--- config.mk ---
export PLATFORM = sky130hd
export DESIGN_NAME = sec_serial_subtractor
export DESIGN_NICKNAME = d
export VERILOG_FILES = /design/src/rtl/sec_serial_subtractor.sv
export SDC_FILE = /design/constraint.sdc
export NUM_CORES = 1
export LEC_CHECK = 0
export ABC_AREA = 1
export BUFFER_PORTS_ARGS = -buffer_cell sky130_fd_sc_hd__buf_2
export CELL_PAD_IN_SITES_DETAIL_PLACEMENT = 1
export CELL_PAD_IN_SITES_GLOBAL_PLACEMENT = 1
export CORE_MARGIN = 2
export CORE_UTILIZATION = 38
export CTS_CLUSTER_DIAMETER = 50
export DETAILED_ROUTE_END_ITERATION = 7
export MAX_ROUTING_LAYER = met4
export PLACE_DENSITY_LB_ADDON = 0.3
export SLEW_MARGIN = 5
export SYNTH_ARGS = -nofsm -noshare
export SYNTH_HDL_FRONTEND = slang
export SYNTH_SLANG_ARGS = --single-unit
--- constraint.sdc ---
create_clock -name clk -period 1.5 [get_ports clk]
set_input_delay 0.3 -clock clk [delete_from_list [all_inputs] [get_ports clk]]
set_output_delay 0.3 -clock clk [all_outputs]
set_load 0.02 [all_outputs]
--- src/rtl/sec_serial_subtractor.sv ---
// rtl/sec_serial_subtractor.sv - bit-serial WIDTH-bit unsigned subtractor with start/busy/done handshake
//
// Computes diff = (a - b) mod 2^WIDTH LSB-first, one bit per clock, and
// reports borrow (a < b) and zero (diff == 0). All outputs are registered.
//
// Ports:
//   clk    - system clock, rising edge
//   rst    - synchronous active-high reset
//   start  - request pulse, sampled every rising edge (ignored while busy)
//   a, b   - unsigned minuend / subtrahend, captured when start is accepted
//   busy   - high while bits are being processed
//   done   - one-cycle pulse when diff/borrow/zero are updated
//   diff   - registered result (a - b) mod 2^WIDTH
//   borrow - registered, 1 iff a < b
//   zero   - registered, 1 iff diff == 0
module sec_serial_subtractor #(
  parameter int WIDTH = 4,
  parameter int CNT_W = 3
) (
  input  logic             clk,
  input  logic             rst,
  input  logic             start,
  input  logic [WIDTH-1:0] a,
  input  logic [WIDTH-1:0] b,
  output logic             busy,
  output logic             done,
  output logic [WIDTH-1:0] diff,
  output logic             borrow,
  output logic             zero
);

  typedef enum logic [1:0] {
    IDLE = 2'd0,
    RUN  = 2'd1,
    DONE = 2'd2
  } state_t;

  localparam logic [CNT_W-1:0] LAST_CNT = CNT_W'(WIDTH - 1);

  state_t           state;
  logic [WIDTH-1:0] sa;
  logic [WIDTH-1:0] sb;
  logic [WIDTH-1:0] sd;
  logic             br;
  logic [CNT_W-1:0] cnt;

  // Full-subtractor slice on the current LSBs.
  logic             d_bit;
  logic             br_next;
  logic [WIDTH-1:0] sd_next;

  assign d_bit   = sa[0] ^ sb[0] ^ br;
  assign br_next = (~sa[0] & sb[0]) | (~(sa[0] ^ sb[0]) & br);
  // Difference bits enter at the MSB so the LSB-first stream lands in order.
  assign sd_next = {d_bit, sd[WIDTH-1:1]};

  always_ff @(posedge clk) begin
    if (rst) begin
      state  <= IDLE;
      sa     <= '0;
      sb     <= '0;
      sd     <= '0;
      br     <= 1'b0;
      cnt    <= '0;
      busy   <= 1'b0;
      done   <= 1'b0;
      diff   <= '0;
      borrow <= 1'b0;
      zero   <= 1'b1;
    end else begin
      case (state)
        IDLE: begin
          done <= 1'b0;
          if (start) begin
            sa    <= a;
            sb    <= b;
            sd    <= '0;
            br    <= 1'b0;
            cnt   <= '0;
            busy  <= 1'b1;
            state <= RUN;
          end
        end

        RUN: begin
          // start is deliberately not looked at here: an operation in flight
          // runs to completion on the operands it captured.
          sa  <= sa >> 1;
          sb  <= sb >> 1;
          sd  <= sd_next;
          br  <= br_next;
          cnt <= cnt + CNT_W'(1);
          if (cnt == LAST_CNT) begin
            busy   <= 1'b0;
            done   <= 1'b1;
            diff   <= sd_next;
            borrow <= br_next;
            zero   <= (sd_next == '0);
            state  <= DONE;
          end
        end

        DONE: begin
          done <= 1'b0;
          // Back-to-back: a start in the done cycle goes straight to RUN.
          if (start) begin
            sa    <= a;
            sb    <= b;
            sd    <= '0;
            br    <= 1'b0;
            cnt   <= '0;
            busy  <= 1'b1;
            state <= RUN;
          end else begin
            state <= IDLE;
          end
        end

        default: begin
          busy  <= 1'b0;
          done  <= 1'b0;
          state <= IDLE;
        end
      endcase
    end
  end

endmodule

==> impl_metrics.py <==
metrics = {
    "status": {
        "outcome": "finished, final reports clean",
    },
    "clocking": {
        "cts-buffers-inserted": 3,
        "clk_pin_slew_ns": 0.14,
        "cts_hold_repair.buffers": 0,
        "clock_tree.root_cell": "sky130_fd_sc_hd__clkbuf_4",
        "number_of_h_tree_branching_levels": 1,
        "tritoncts": "built",
        "clock_tree.buffer_depth": 2,
        "clock_sinks": 25,
        "source_to_sink_clock_delay_at_the_later_pin_of_the_worst_skew_pair_ns": 0.32,
        "post_cts_resized": 0,
        "post_cts.repair.setup_buffers": 0,
    },
    "layout": {
        "layout-area-overhead-vs-synth_pct": 12.19,
        "num-nets-final": 184,
        "diodes": 0,
        "post_route_cells_drive_above_1_share_pct": 18.93,
    },
    "global_routing": {
        "globalRoute.busiestLayer": "met2",
        "use_met2_pct": 29.55,
        "total_routing_usage_gr_pct": 17.03,
        "first_global_vias": 1005,
        "grt_use_met1_pct": 20.69,
        "grt_antenna_before_repair": 0,
        "grt_max_degree": 18,
        "globalRouteMet3Util_pct": 2.009,
        "grt_pass1_wl_um": 4305,
        "overflow": 0,
    },
    "floorplan": {
        "die_width_um": 57.77,
        "full_die_area_um2": 3337,
        "boundaryPins": 19,
        "core_region_area_um2": 2758,
        "die-height_um": 57.77,
        "initial_standard_cell_utilization_of_the_core_pct": 39.84,
        "core.rowCount": 19,
    },
    "critical_path": {
        "highest_net_fanout_along_the_worst_path": 9,
        "worstPathRequired_ns": 1.78,
        "worst-r2r-cell-count": 6,
        "cp-start-kind": "flip-flop",
        "critPathCaptureType": "flip-flop",
        "timing.setup.critical_path_class": "reg2reg",
        "timing.critical_path.arrival_ns": 1.65,
    },
    "yosys": {
        "synthesis.area_um2": 1099,
        "synth_seq_cells": 25,
        "yosysWarningCount": 0,
        "ys_dominant_reg_cell": "sky130_fd_sc_hd__dfxtp_1",
        "post-synth-top-count-cell": "sky130_fd_sc_hd__nand2_1",
        "synthesis.instances": 150,
        "synth_nets": 164,
        "async_reset_ff_share_pct": 0,
        "yosys.area.top_type_share_pct": 45.56,
        "ys_top_cells_by_area": "sky130_fd_sc_hd__dfxtp_1 (46%), sky130_fd_sc_hd__nand2_1 (16%), sky130_fd_sc_hd__nand3_1 (6.4%)",
        "post-synth-top-area-cell": "sky130_fd_sc_hd__dfxtp_1",
        "synth_sequential_area_ratio_pct": 45.56,
        "synth_common_cells": "sky130_fd_sc_hd__nand2_1 (46), sky130_fd_sc_hd__dfxtp_1 (25), sky130_fd_sc_hd__nor2_1 (18)",
        "yosysUniqueCellTypes": 21,
        "synth_edf_count": 0,
        "average_cell_area_after_synthesis_um2": 7.324,
    },
    "placement": {
        "dp.final_hpwl_um": 1921,
        "place_worst_setup_slack_ns": 0.1363,
        "gpl.final_weighted_congestion": 0.7846,
        "io_buffers": 18,
    },
    "drt": {
        "first_iter_violations": 29,
        "vias": 962,
        "ant_nets": 0,
        "viasPerCell": 4.810,
        "drc": 0,
        "detail_route.wl_per_cell_um": 12.49,
        "postRouteWirelength_um": 2497,
        "drt-pass1-iter-count": 4,
    },
    "timing": {
        "hold_viol_final": 0,
        "timing.final.max_slew_violations": 0,
        "setup_tns_ns": 0,
        "slew_headroom_pct": 77.69,
        "final_period_minus_worst_setup_slack_ns": 1.368,
        "worst_slack_ns": 0.1322,
        "max_clock_freq_mhz": 731.1,
        "fin_worst_skew_ns": 0.01068,
        "grt_setup_unrepaired": "no",
        "worst-slew-pin-transition_ns": 0.3334,
        "setup_violations": 0,
        "period_share_pct": 91.19,
    },
    "power_and_ir_drop": {
        "leakage_nw": 0.5858,
        "max-vdd-ir-drop_v": 0.0006188,
        "power_per_cell_area_nw_per_um2": 984.7,
    },
    "hold_path": {
        "worst_hold_path_depth": 3,
        "hold_class": "in2reg",
    },
    "run": {
        "maxCapViolations": 0,
    },
}
path summary, 6_finish.rpt:
| check | start | end | slack (ns) |
|---|---|---|---|
| worst min register to register | zero | zero | 0.48 |
| worst max-delay path | cnt[0] | diff[3] | 0.13 |
| worst max register to register | cnt[0] | diff[3] | 0.13 |
| worst min-delay path | b[3] | sb[3] | 0.22 |
cell type report:
| cell class | count | area, um^2 |
|---|---|---|
| inverters | 17 | 68.82 |
| fillers | 371 | 1525 |
| flip-flops and latches | 25 | 500.5 |
| repair buffers | 20 | 105.1 |
| clock buffers | 3 | 22.52 |
| multi-input cells | 103 | 489.2 |
| clock inverters | 1 | 7.507 |
| well taps | 31 | 38.79 |
power by group:
part	total [mW]	leakage, nW	switching, mW	internal, mW
Sequential	0.719	0.204	0.0219	0.697
Combinational	0.189	0.368	0.120	0.0685
Clock	0.305	0.0139	0.204	0.102
Total	1.21	0.586	0.346	0.868
routing by layer:
metal  vias up  share of wire, %
met2        10                47
met5         -                 0
met3         2               2.4
met1       443                50
li1        507                 -
met4         0              0.68
cells by family (layout without fill, tap and decap cells):
| kind of cell | after synthesis | count (layout) | share of synthesized area [%] |
|---|---|---|---|
| compound gates | 16 | 16 | 7.631 |
| fa+ha+maj | 3 | 3 | 4.100 |
| buf+inv | 22 | 41 | 9.909 |
| flops | 25 | 25 | 45.56 |
| simple gates | 84 | 84 | 32.80 |
registers in the layout, summed over array words and instances, names as in the netlist:
signal and flops:
busy 1, sa 4, done 1, sb 4, diff 4, cnt 3, borrow 1, zero 1
sd 3, state 2, br 1
cell usage in the layout (no fill, tap or decap), types with 2 or more instances in the layout:
master / count
sky130_fd_sc_hd__nand2_1: 46
sky130_fd_sc_hd__dfxtp_1: 25
sky130_fd_sc_hd__nor2_1: 18
sky130_fd_sc_hd__buf_2: 18
sky130_fd_sc_hd__inv_1: 14
sky130_fd_sc_hd__nand3_1: 14
sky130_fd_sc_hd__o21ai_0: 7
sky130_fd_sc_hd__a21oi_1: 7
sky130_fd_sc_hd__clkbuf_4: 3
sky130_fd_sc_hd__nand2_2: 2
sky130_fd_sc_hd__inv_2: 2
sky130_fd_sc_hd__ha_1: 2
sky130_fd_sc_hd__buf_4: 2
per-stage QoR:
step | power, mW | instances | util, % | area, um^2 | hold slack [ns]
2_1_floorplan | 0.8741 | 150 | - | 1099 | 0.4443
3_3_place_gp | 0.9159 | 196 | 43.60 | 1202 | 0.4532
3_5_place_dp | 0.9284 | 196 | 43.60 | 1202 | 0.4467
4_1_cts | 1.233 | 200 | 44.69 | 1232 | 0.2145
5_1_grt | 1.289 | 200 | 44.69 | 1232 | 0.2176
6_report | 1.214 | 200 | 44.69 | 1232 | 0.2202
critical path, stage by stage (launching register included):
cell and delay [ns]:
sky130_fd_sc_hd__dfxtp_1 0.38, sky130_fd_sc_hd__ha_1 0.18, sky130_fd_sc_hd__ha_1 0.23, sky130_fd_sc_hd__nand3_2 0.23
sky130_fd_sc_hd__nor2_4 0.18, sky130_fd_sc_hd__nand2_1 0.08, sky130_fd_sc_hd__nand2_1 0.06
(Power assumes the default switching activity.)
